[src/rtl/ising_anneal_sequencer_if.sv]
// Force-engine request/response channel between the anneal
// sequencer (master) and the force evaluation datapath (slave).
interface ising_anneal_sequencer_if #(
  parameter int N = 16
);
  localparam int IW = $clog2(N);

  logic          force_req_valid;
  logic [IW-1:0] force_req_idx;
  logic          force_req_ready;
  logic          force_rsp_valid;

  modport master (
    output force_req_valid,
    output force_req_idx,
    input  force_req_ready,
    input  force_rsp_valid
  );

  modport slave (
    input  force_req_valid,
    input  force_req_idx,
    output force_req_ready,
    output force_rsp_valid
  );
endinterface

[src/rtl/ising_anneal_sequencer.sv]
// Annealing loop controller: per-sweep force requests, response
// counting, phase-update strobe and linear clamped gain schedule.
module ising_anneal_sequencer #(
  parameter int N          = 16,
  parameter int DATA_WIDTH = 32,
  parameter int FRAC_BITS  = 16,
  parameter int STEP_W     = 16
) (
  input  logic                  clk,
  input  logic                  rst_n,
  input  logic                  start,
  input  logic                  abort,
  input  logic [STEP_W-1:0]     num_steps,
  input  logic [DATA_WIDTH-1:0] k_inc,
  input  logic [DATA_WIDTH-1:0] ks_inc,
  input  logic [DATA_WIDTH-1:0] ks_max,
  ising_anneal_sequencer_if.master fr,
  output logic                  upd_pulse,
  output logic [DATA_WIDTH-1:0] k_out,
  output logic [DATA_WIDTH-1:0] ks_out,
  output logic [STEP_W-1:0]     step_count,
  output logic                  busy,
  output logic                  done,
  output logic                  aborted,
  output logic                  rsp_overflow
);
  localparam int IW = $clog2(N);
  localparam int CW = $clog2(N + 1);
  localparam int DW = DATA_WIDTH;
  localparam logic [DW-1:0] ONE = DW'(1) << FRAC_BITS;
  localparam logic [DW-1:0] K_MAX = {1'b0, {(DW-1){1'b1}}};
  localparam logic [DW-1:0] K_MIN = {1'b1, {(DW-1){1'b0}}};

  typedef enum logic [2:0] {
    IDLE, ISSUE, DRAIN, UPDATE, DONE
  } state_t;

  state_t state_q, state_d;

  logic [IW-1:0]     idx_q;
  logic [CW-1:0]     rsp_cnt_q;
  logic [STEP_W-1:0] steps_q;
  logic [STEP_W-1:0] step_q;
  logic [STEP_W-1:0] step_next;
  logic [DW-1:0]     k_q, ks_q;
  logic [DW-1:0]     k_inc_q, ks_inc_q, ks_max_q;
  logic              aborted_q, ovf_q;

  logic          in_run;
  logic          rsp_full;
  logic          count_en;
  logic [DW:0]   k_sum;
  logic [DW-1:0] k_next;
  logic [DW+1:0] ks_sum, ks_lim;
  logic [DW-1:0] ks_next;

  assign in_run    = (state_q != IDLE);
  assign rsp_full  = (rsp_cnt_q == CW'(N));
  assign count_en  = fr.force_rsp_valid && !rsp_full &&
                     (state_q == ISSUE || state_q == DRAIN);
  assign step_next = step_q + 1'b1;

  // K saturates on signed overflow of the add
  assign k_sum = {k_q[DW-1], k_q} + {k_inc_q[DW-1], k_inc_q};
  always_comb begin
    k_next = k_sum[DW-1:0];
    if (k_sum[DW] != k_sum[DW-1])
      k_next = k_sum[DW] ? K_MIN : K_MAX;
  end

  // Ks grows by an unsigned step; two guard bits keep the add exact
  assign ks_sum  = {{2{ks_q[DW-1]}}, ks_q} + {2'b00, ks_inc_q};
  assign ks_lim  = {{2{ks_max_q[DW-1]}}, ks_max_q};
  assign ks_next = ($signed(ks_sum) > $signed(ks_lim))
                 ? ks_max_q : ks_sum[DW-1:0];

  always_ff @(posedge clk or negedge rst_n) begin
    if (!rst_n) state_q <= IDLE;
    else        state_q <= state_d;
  end

  always_comb begin
    state_d = state_q;
    unique case (state_q)
      IDLE:
        if (start)
          state_d = (num_steps == '0) ? DONE : ISSUE;
      ISSUE:
        if (fr.force_req_ready && idx_q == IW'(N-1))
          state_d = DRAIN;
      DRAIN:
        if (rsp_full ||
            (rsp_cnt_q == CW'(N-1) && fr.force_rsp_valid))
          state_d = UPDATE;
      UPDATE:
        state_d = (step_next == steps_q) ? DONE : ISSUE;
      DONE:
        state_d = IDLE;
      default:
        state_d = IDLE;
    endcase
    if (abort && in_run) state_d = IDLE;
  end

  always_ff @(posedge clk or negedge rst_n) begin
    if (!rst_n) begin
      idx_q     <= '0;
      rsp_cnt_q <= '0;
      steps_q   <= '0;
      step_q    <= '0;
      k_q       <= ONE;
      ks_q      <= ONE;
      k_inc_q   <= '0;
      ks_inc_q  <= '0;
      ks_max_q  <= '0;
      aborted_q <= 1'b0;
      ovf_q     <= 1'b0;
    end else begin
      aborted_q <= abort && in_run;
      if (in_run && fr.force_rsp_valid && rsp_full)
        ovf_q <= 1'b1;
      if (state_q == IDLE && start) begin
        steps_q   <= num_steps;
        k_inc_q   <= k_inc;
        ks_inc_q  <= ks_inc;
        ks_max_q  <= ks_max;
        k_q       <= ONE;
        ks_q      <= ONE;
        step_q    <= '0;
        idx_q     <= '0;
        rsp_cnt_q <= '0;
        ovf_q     <= 1'b0;
      end
      if (state_q == ISSUE && fr.force_req_ready)
        idx_q <= idx_q + 1'b1;
      if (count_en)
        rsp_cnt_q <= rsp_cnt_q + 1'b1;
      if (state_q == UPDATE && !abort) begin
        step_q    <= step_next;
        k_q       <= k_next;
        ks_q      <= ks_next;
        idx_q     <= '0;
        rsp_cnt_q <= '0;
      end
    end
  end

  assign fr.force_req_valid = (state_q == ISSUE);
  assign fr.force_req_idx   = idx_q;
  assign upd_pulse          = (state_q == UPDATE);
  assign busy               = in_run;
  assign done               = (state_q == DONE);
  assign aborted            = aborted_q;
  assign rsp_overflow       = ovf_q;
  assign k_out              = k_q;
  assign ks_out             = ks_q;
  assign step_count         = step_q;

endmodule

[src/flat_wrapper.sv]
// flat-port wrapper written by rule: the top's interface ports become plain ports
module ising_anneal_sequencer_flat 
#(
  parameter int N          = 16,
  parameter int DATA_WIDTH = 32,
  parameter int FRAC_BITS  = 16,
  parameter int STEP_W     = 16
)
  (clk, rst_n, start, abort, num_steps, k_inc, ks_inc, ks_max, upd_pulse, k_out, ks_out, step_count, busy, done, aborted, rsp_overflow, fr_force_req_valid, fr_force_req_idx, fr_force_req_ready, fr_force_rsp_valid);
  ising_anneal_sequencer_if #(.N(N)) fr_i ();
  input  logic clk;
  input  logic rst_n;
  input  logic start;
  input  logic abort;
  input  logic [STEP_W-1:0] num_steps;
  input  logic [DATA_WIDTH-1:0] k_inc;
  input  logic [DATA_WIDTH-1:0] ks_inc;
  input  logic [DATA_WIDTH-1:0] ks_max;
  output logic upd_pulse;
  output logic [DATA_WIDTH-1:0] k_out;
  output logic [DATA_WIDTH-1:0] ks_out;
  output logic [STEP_W-1:0] step_count;
  output logic busy;
  output logic done;
  output logic aborted;
  output logic rsp_overflow;
  output wire logic [$bits(fr_i.force_req_valid)-1:0] fr_force_req_valid;
  output wire logic [$bits(fr_i.force_req_idx)-1:0] fr_force_req_idx;
  input wire logic [$bits(fr_i.force_req_ready)-1:0] fr_force_req_ready;
  input wire logic [$bits(fr_i.force_rsp_valid)-1:0] fr_force_rsp_valid;
  assign fr_force_req_valid = fr_i.force_req_valid;
  assign fr_force_req_idx = fr_i.force_req_idx;
  assign fr_i.force_req_ready = fr_force_req_ready;
  assign fr_i.force_rsp_valid = fr_force_rsp_valid;
  ising_anneal_sequencer #(.N(N), .DATA_WIDTH(DATA_WIDTH), .FRAC_BITS(FRAC_BITS), .STEP_W(STEP_W)) u_core (.clk(clk), .rst_n(rst_n), .start(start), .abort(abort), .num_steps(num_steps), .k_inc(k_inc), .ks_inc(ks_inc), .ks_max(ks_max), .fr(fr_i), .upd_pulse(upd_pulse), .k_out(k_out), .ks_out(ks_out), .step_count(step_count), .busy(busy), .done(done), .aborted(aborted), .rsp_overflow(rsp_overflow));
endmodule
[config.mk]
export PLATFORM = sky130hd
export DESIGN_NAME = ising_anneal_sequencer_flat
export DESIGN_NICKNAME = d
export VERILOG_FILES = /design/src/rtl/ising_anneal_sequencer_if.sv /design/src/rtl/ising_anneal_sequencer.sv /design/src/flat_wrapper.sv
export SDC_FILE = /design/constraint.sdc
export NUM_CORES = 1
export LEC_CHECK = 0
export ABC_AREA = 1
export CAP_MARGIN = 20
export CELL_PAD_IN_SITES_DETAIL_PLACEMENT = 0
export CELL_PAD_IN_SITES_GLOBAL_PLACEMENT = 1
export CORE_ASPECT_RATIO = 1.25
export CORE_UTILIZATION = 36
export CTS_CLUSTER_DIAMETER = 30
export CTS_CLUSTER_SIZE = 20
export DETAILED_ROUTE_END_ITERATION = 10
export GPL_ROUTABILITY_DRIVEN = 0
export PLACE_DENSITY_LB_ADDON = 0.1
export SYNTH_ARGS = -nofsm -noshare
export SYNTH_HDL_FRONTEND = slang
export SYNTH_SLANG_ARGS = --single-unit
export TNS_END_PERCENT = 50
[constraint.sdc]
create_clock -name clk -period 3.4 [get_ports clk]
set_input_delay 0.51 -clock clk [delete_from_list [all_inputs] [get_ports clk]]
set_output_delay 0.51 -clock clk [all_outputs]
set_load 0.005 [all_outputs]
# After elaboration in Yosys (flattened, before gate mapping)
# Index checks and enable logic that the tools add are counted.
dict set report classes {
  add_sub_neg 5
  n_lt_le_gt_ge 1
  n_eq_ne 12
  muxes 23
  n_reduce_logical 22
}
# cell count
set ops {}
lappend ops {{two-way mux 32 bit} 6}
lappend ops {{adder 32 x 33 -> 34 bit} 1}
lappend ops {{> comparator 34 x 32 -> 1 bit} 1}
lappend ops {{adder 32 x 32 -> 33 bit} 1}
lappend ops {{two-way mux 16 bit} 2}
lappend ops {{two-way mux 3 bit} 6}
lappend ops {{adder 16 x 1 -> 16 bit, second input constant} 1}
lappend ops {{== test 16 bit} 1}
lappend ops {{zero test 16 bit} 1}
lappend ops {{two-way mux 5 bit} 3}
lappend ops {{two-way mux 4 bit} 3}
lappend ops {{one-hot mux 3 bit (4 select lines)} 1}
lappend ops {{logical AND 1 bit} 10}
lappend ops {{nonzero test 3 bit} 3}
lappend ops {{== test 3 x 2 -> 1 bit, second input constant} 2}
lappend ops {{adder 5 x 1 -> 5 bit, second input constant} 1}
lappend ops {{== test 5 x 4 -> 1 bit, second input constant} 1}
lappend ops {{== test 5 bit, second input constant} 1}
lappend ops {{adder 4 x 1 -> 4 bit, second input constant} 1}
lappend ops {{== test 4 bit, second input constant} 1}
lappend ops {{nonzero test 2 bit} 2}
lappend ops {{== test 3 x 1 -> 1 bit, second input constant} 1}
lappend ops {{== test 3 bit, second input constant} 1}
lappend ops {{zero test 3 bit} 1}
lappend ops {{8 further kinds} 11}
dict set report word_totals {
  ff_bits 206
}

# Logic depth before layout (Yosys ltp)
dict set report depth {
  word_depth 6
  mapped_depth 31
  depth_no_buf 30
}

# Worst setup path after synthesis
# OpenSTA, ideal clock, no wires.
dict set report synth_path {
  path_type {flip-flop to flip-flop}
  start {register u_core.ks_q[0] (netlist: u_core.ks_out[0])}
  end {register u_core.ks_q[19] (netlist: u_core.ks_out[19])}
  arrival_time_ps 3476
  path_slack_ps -141
  path_stages_with_launch 32
  synth_period_minus_slack_ps 3541
  cell_sequence {dfrtp_1 > ha_1 > inv_1 > fa_1 > inv_1 > nand3_1 > nand2_1 > nand2_1 > o211ai_1 > nand2_1 > nand2_1 > nand2_1 > nand2_1 > nand2_1 > nand3b_1 > xor2_1 > ha_1 > nand2_1 > nor2_2 > nand3_1 > nor2_1 > nand2_1 > nand2_1 > nor2_1 > nand2_1 > nand2_2 > nand3_2 > buf_4 > buf_4 > nand2_1 > nand3_1 > nand2_1}
}
dict set report synth_between {
  elab_chain_cells 4
}
# item line_no
set synth_lines {}
lappend synth_lines {{start, declared} ising_anneal_sequencer.sv:45} ;# logic [DW-1:0] k_q, ks_q;
lappend synth_lines {{start signal, assigned} ising_anneal_sequencer.sv:141} ;# ks_q <= ks_next;
lappend synth_lines {{adder 32 x 33 -> 34 bit *} ising_anneal_sequencer.sv:72} ;# assign ks_sum = {{2{ks_q[DW-1]}}, ks_q} + {2'b00, ks_inc_q};
lappend synth_lines {{> comparator 34 x 32 -> 1 bit} ising_anneal_sequencer.sv:74} ;# assign ks_next = ($signed(ks_sum) > $signed(ks_lim))
lappend synth_lines {{two-way mux 32 bit *} ising_anneal_sequencer.sv:75} ;# ? ks_max_q : ks_sum[DW-1:0];
lappend synth_lines {{two-way mux 32 bit *} ising_anneal_sequencer.sv:138} ;# if (state_q == UPDATE && !abort) begin
# Every way passes the cells marked *; elsewhere a longest branch is shown, timed or not.
# A chain may end at the register's enable or synchronous reset.

# Worst setup path in the final report
dict set report layout_path {
  start {register u_core.ks_inc_q[0]}
  end {register u_core.ks_q[12] (netlist: u_core.ks_out[12])}
}
dict set report layout_between {
  elab_chain_cells 4
}
# item line_no
set layout_lines {}
lappend layout_lines {{start, declared} ising_anneal_sequencer.sv:46} ;# logic [DW-1:0] k_inc_q, ks_inc_q, ks_max_q;
lappend layout_lines {{start signal, assigned} ising_anneal_sequencer.sv:125} ;# ks_inc_q <= ks_inc;
lappend layout_lines {{adder 32 x 33 -> 34 bit *} ising_anneal_sequencer.sv:72}
lappend layout_lines {{> comparator 34 x 32 -> 1 bit} ising_anneal_sequencer.sv:74}
lappend layout_lines {{two-way mux 32 bit *} ising_anneal_sequencer.sv:75}
lappend layout_lines {{two-way mux 32 bit *} ising_anneal_sequencer.sv:138}
# Marked as above.

==> reports/qor.csv <==
metric,value,unit
status,"complete, but fails checks",
failing checks,setup timing,
Mapped Area,0.0145,sq mm
GRT overflow,0,
Synth-to-Final Area Change,46.8,%
top_reg_cell synth,dfrtp_1,
max-slew violations,0,
Pleak,10.8,nW
DP Cell Count,2915,
register area share after synthesis,35.5,%
post-DR wirelength/cell,16.6,um
final net count,2729,
Die H,227,um
crit path kind,flip-flop to flip-flop,
final hold violations,0,
measured slew at the worst slew-check pin,517,ps
Fmax,0.266,GHz
drt total wl,50600,um
Clock Skew,23.2,ps
Min Hold Slack,452,ps
clock slew at reported path FFs,50,ps
Cell variety after synth,48,
ys async rst share,100,%
Max H-tree Level,2,
Crit Path Max Fanout,8,
synthesis-stage register bit count,206,
CP endpoint kind,flip-flop,
"Avg Cell Area, Syn",6.98,sq um
clk_lat worst skew,590,ps
Mapped Cells,2080,
most common cell in the netlist,nand2_1,
clock sink count,206,
Final Setup Violations,32,
DRT Pass-1 Iters,5,
Initial Util,36.8,%
"EDFF count, synth",0,
"antenna viol nets, final",0,
root buffer cell,clkbuf_16,
final period utilization,111,%
drt drc,0,
syn_nets,2304,
maxcap violations,0,
pin count of the biggest net entering global routing,90,
Via Count,14900,
worst reg2reg path depth,31,
via/cell ratio,4.89,
CP max stage delay,390,ps
Synth area leaders,"dfrtp_1 35%, nand2_1 21%, ha_1 9.0%, inv_1 5.5%, nor2_1 3.6%",
Synth top area share,35.1,%
Die X,182,um
vias in the first global route,15200,
top post-synthesis cells by count,"817 x nand2_1, 214 x inv_1, 204 x dfrtp_1",
hold depth,3,
layout cells sized above 1,19.8,%
"non-filler cells, final",3047,
fin crit period,3760,ps
Critical Path AT,4270,ps
GRT Overall Usage,24.8,%
pwr dens,1240,mW/mm^2
DRT iter0 DRCs,629,
post-layout util,54.1,%
Max VDD drop,784,uV
CP max stage cell,dfrtp_1,
GRT busiest layer,met2,
I/O pin total,208,
Rows,81,
total CTS buffers,53,
warning count from the yosys run,0,
GR Layer Usage met1,26.6,%
GRT met3 Usage,3.52,%
worst setup margin,-359,ps
min-delay worst type,primary input to flip-flop,
core area,0.0394,sq mm
I/O Buffers,207,
RSZ-0062 raised after global routing,yes,
worst path required time,3910,ps
initial antenna violation count,1,
CTS tree,built,
Worst slew margin,65.5,%
post-detailed-placement half-perimeter wirelength,38200,um
die area,0.0412,sq mm
global-route wire length before repair,79600,um
CTS Buffer Depth,3,
Worst setup SP type,flip-flop,
GRT met2 Usage,48.0,%
post-synth top area cell,dfrtp_1,
-- worst paths after layout --
| kind | start | end | slack (ps) |
|---|---|---|---|
| max in group asynchronous | rst_n | u_core.ks_out[16]$_DFFE_PN1P_ | 2090 |
| min | ks_inc[19] | u_core.ks_inc_q[19]$_DFFE_PN0P_ | 450 |
| min reg2reg | u_core.k_inc_q[28]$_DFFE_PN0P_ | u_core.k_inc_q[28]$_DFFE_PN0P_ | 490 |
| max reg2reg | u_core.ks_inc_q[0]$_DFFE_PN0P_ | u_core.ks_out[12]$_DFFE_PN0P_ | -360 |
| min in group asynchronous | rst_n | u_core.rsp_cnt_q[3]$_DFFE_PN0P_ | 460 |
| max | u_core.ks_inc_q[0]$_DFFE_PN0P_ | u_core.ks_out[12]$_DFFE_PN0P_ | -360 |
-- per-stage QoR --
stage / setup slack, ps / instance area, sq um / power [W] / setup TNS (ps)
floorplan: -39.1 / 14500 / 0.0128 / -335
global placement: -648 / 18400 / 0.0182 / -19270
detailed placement: -728 / 18400 / 0.0183 / -20780
CTS: -364 / 20700 / 0.0253 / -10810
global route: -589 / 21300 / 0.0285 / -17370
finish: -359 / 21300 / 0.0264 / -9840
-- routing by layer --
metal	share of wire, %	vias to the layer above
li1	-	7541
met1	39	6943
met2	54	317
met3	3.2	101
met4	4.1	0
met5	0	-
-- worst max-delay path: cells and delay by family, from the launching register on --
kind            cells  cell delay [ps]
compound gates      2              280
xor+xnor            1              190
fa+ha+maj           3              770
buf+inv             5              470
flops               1              390
simple gates       20             1580
-- cell type report --
type | count | area, sq um
Fill cell | 3848 | 18100
Multi-Input combinational cell | 1594 | 8860
Sequential cell | 206 | 5160
Timing Repair Buffer | 422 | 3880
Clock buffer | 65 | 1430
Inverter | 228 | 868
Tap cell | 498 | 623
Clock inverter | 33 | 495
Antenna cell | 1 | 2.50
-- logic make-up after synthesis --
| family | share of synthesized area [%] |
|---|---|
| xor+xnor | 2.99 |
| fa+ha+maj | 9.23 |
| flops | 35.5 |
| buf+inv | 7.97 |
| simple gates | 35.2 |
| compound gates | 9.08 |
-- registers in the layout (all words and copies together) (netlist names) --
register                 count
u_core.k_inc_q              32
u_core.k_out                32
u_core.ks_inc_q             32
u_core.ks_max_q             32
u_core.ks_out               32
u_core.step_count           16
u_core.steps_q              16
u_core.rsp_cnt_q             5
u_core.fr.force_req_idx      4
u_core.state_q               3
u_core.aborted               1
u_core.rsp_overflow          1
-- power by group --
part	switching, W	internal (W)	total [W]
clock network	0.00163	0.00381	0.00543
registers	0.000826	0.00348	0.00431
logic	0.00905	0.00759	0.0166
-- timing repair --
item | 4_1_cts | 5_1_grt
resized for setup | 66 | 94
hold buffers | 1 | 0
hold endpoints to repair | 58 | 0
pin swaps | 19 | 46
endpoints found under the setup margin | 32 | 32
cloned | 2 | 2
buffers inserted | 10 | 19
-- layout by cell type, fill, tap and decap left out, drive strengths merged, types with 15 or more instances in the layout --
cell,netlist,layout
nand3b,15,15
xnor2,23,23
dfrtp,204,204
ha,104,104
clkdlybuf4s50,0,206
o22ai,17,17
xor2,24,24
nand2,841,841
nand4,37,37
o21ai,99,99
a21oi,97,97
buf,17,213
nand3,122,122
inv,226,229
nor2,147,147
clkbuf,35,67
nor3,22,22
Note: power is estimated with default switching activity, not from simulation.
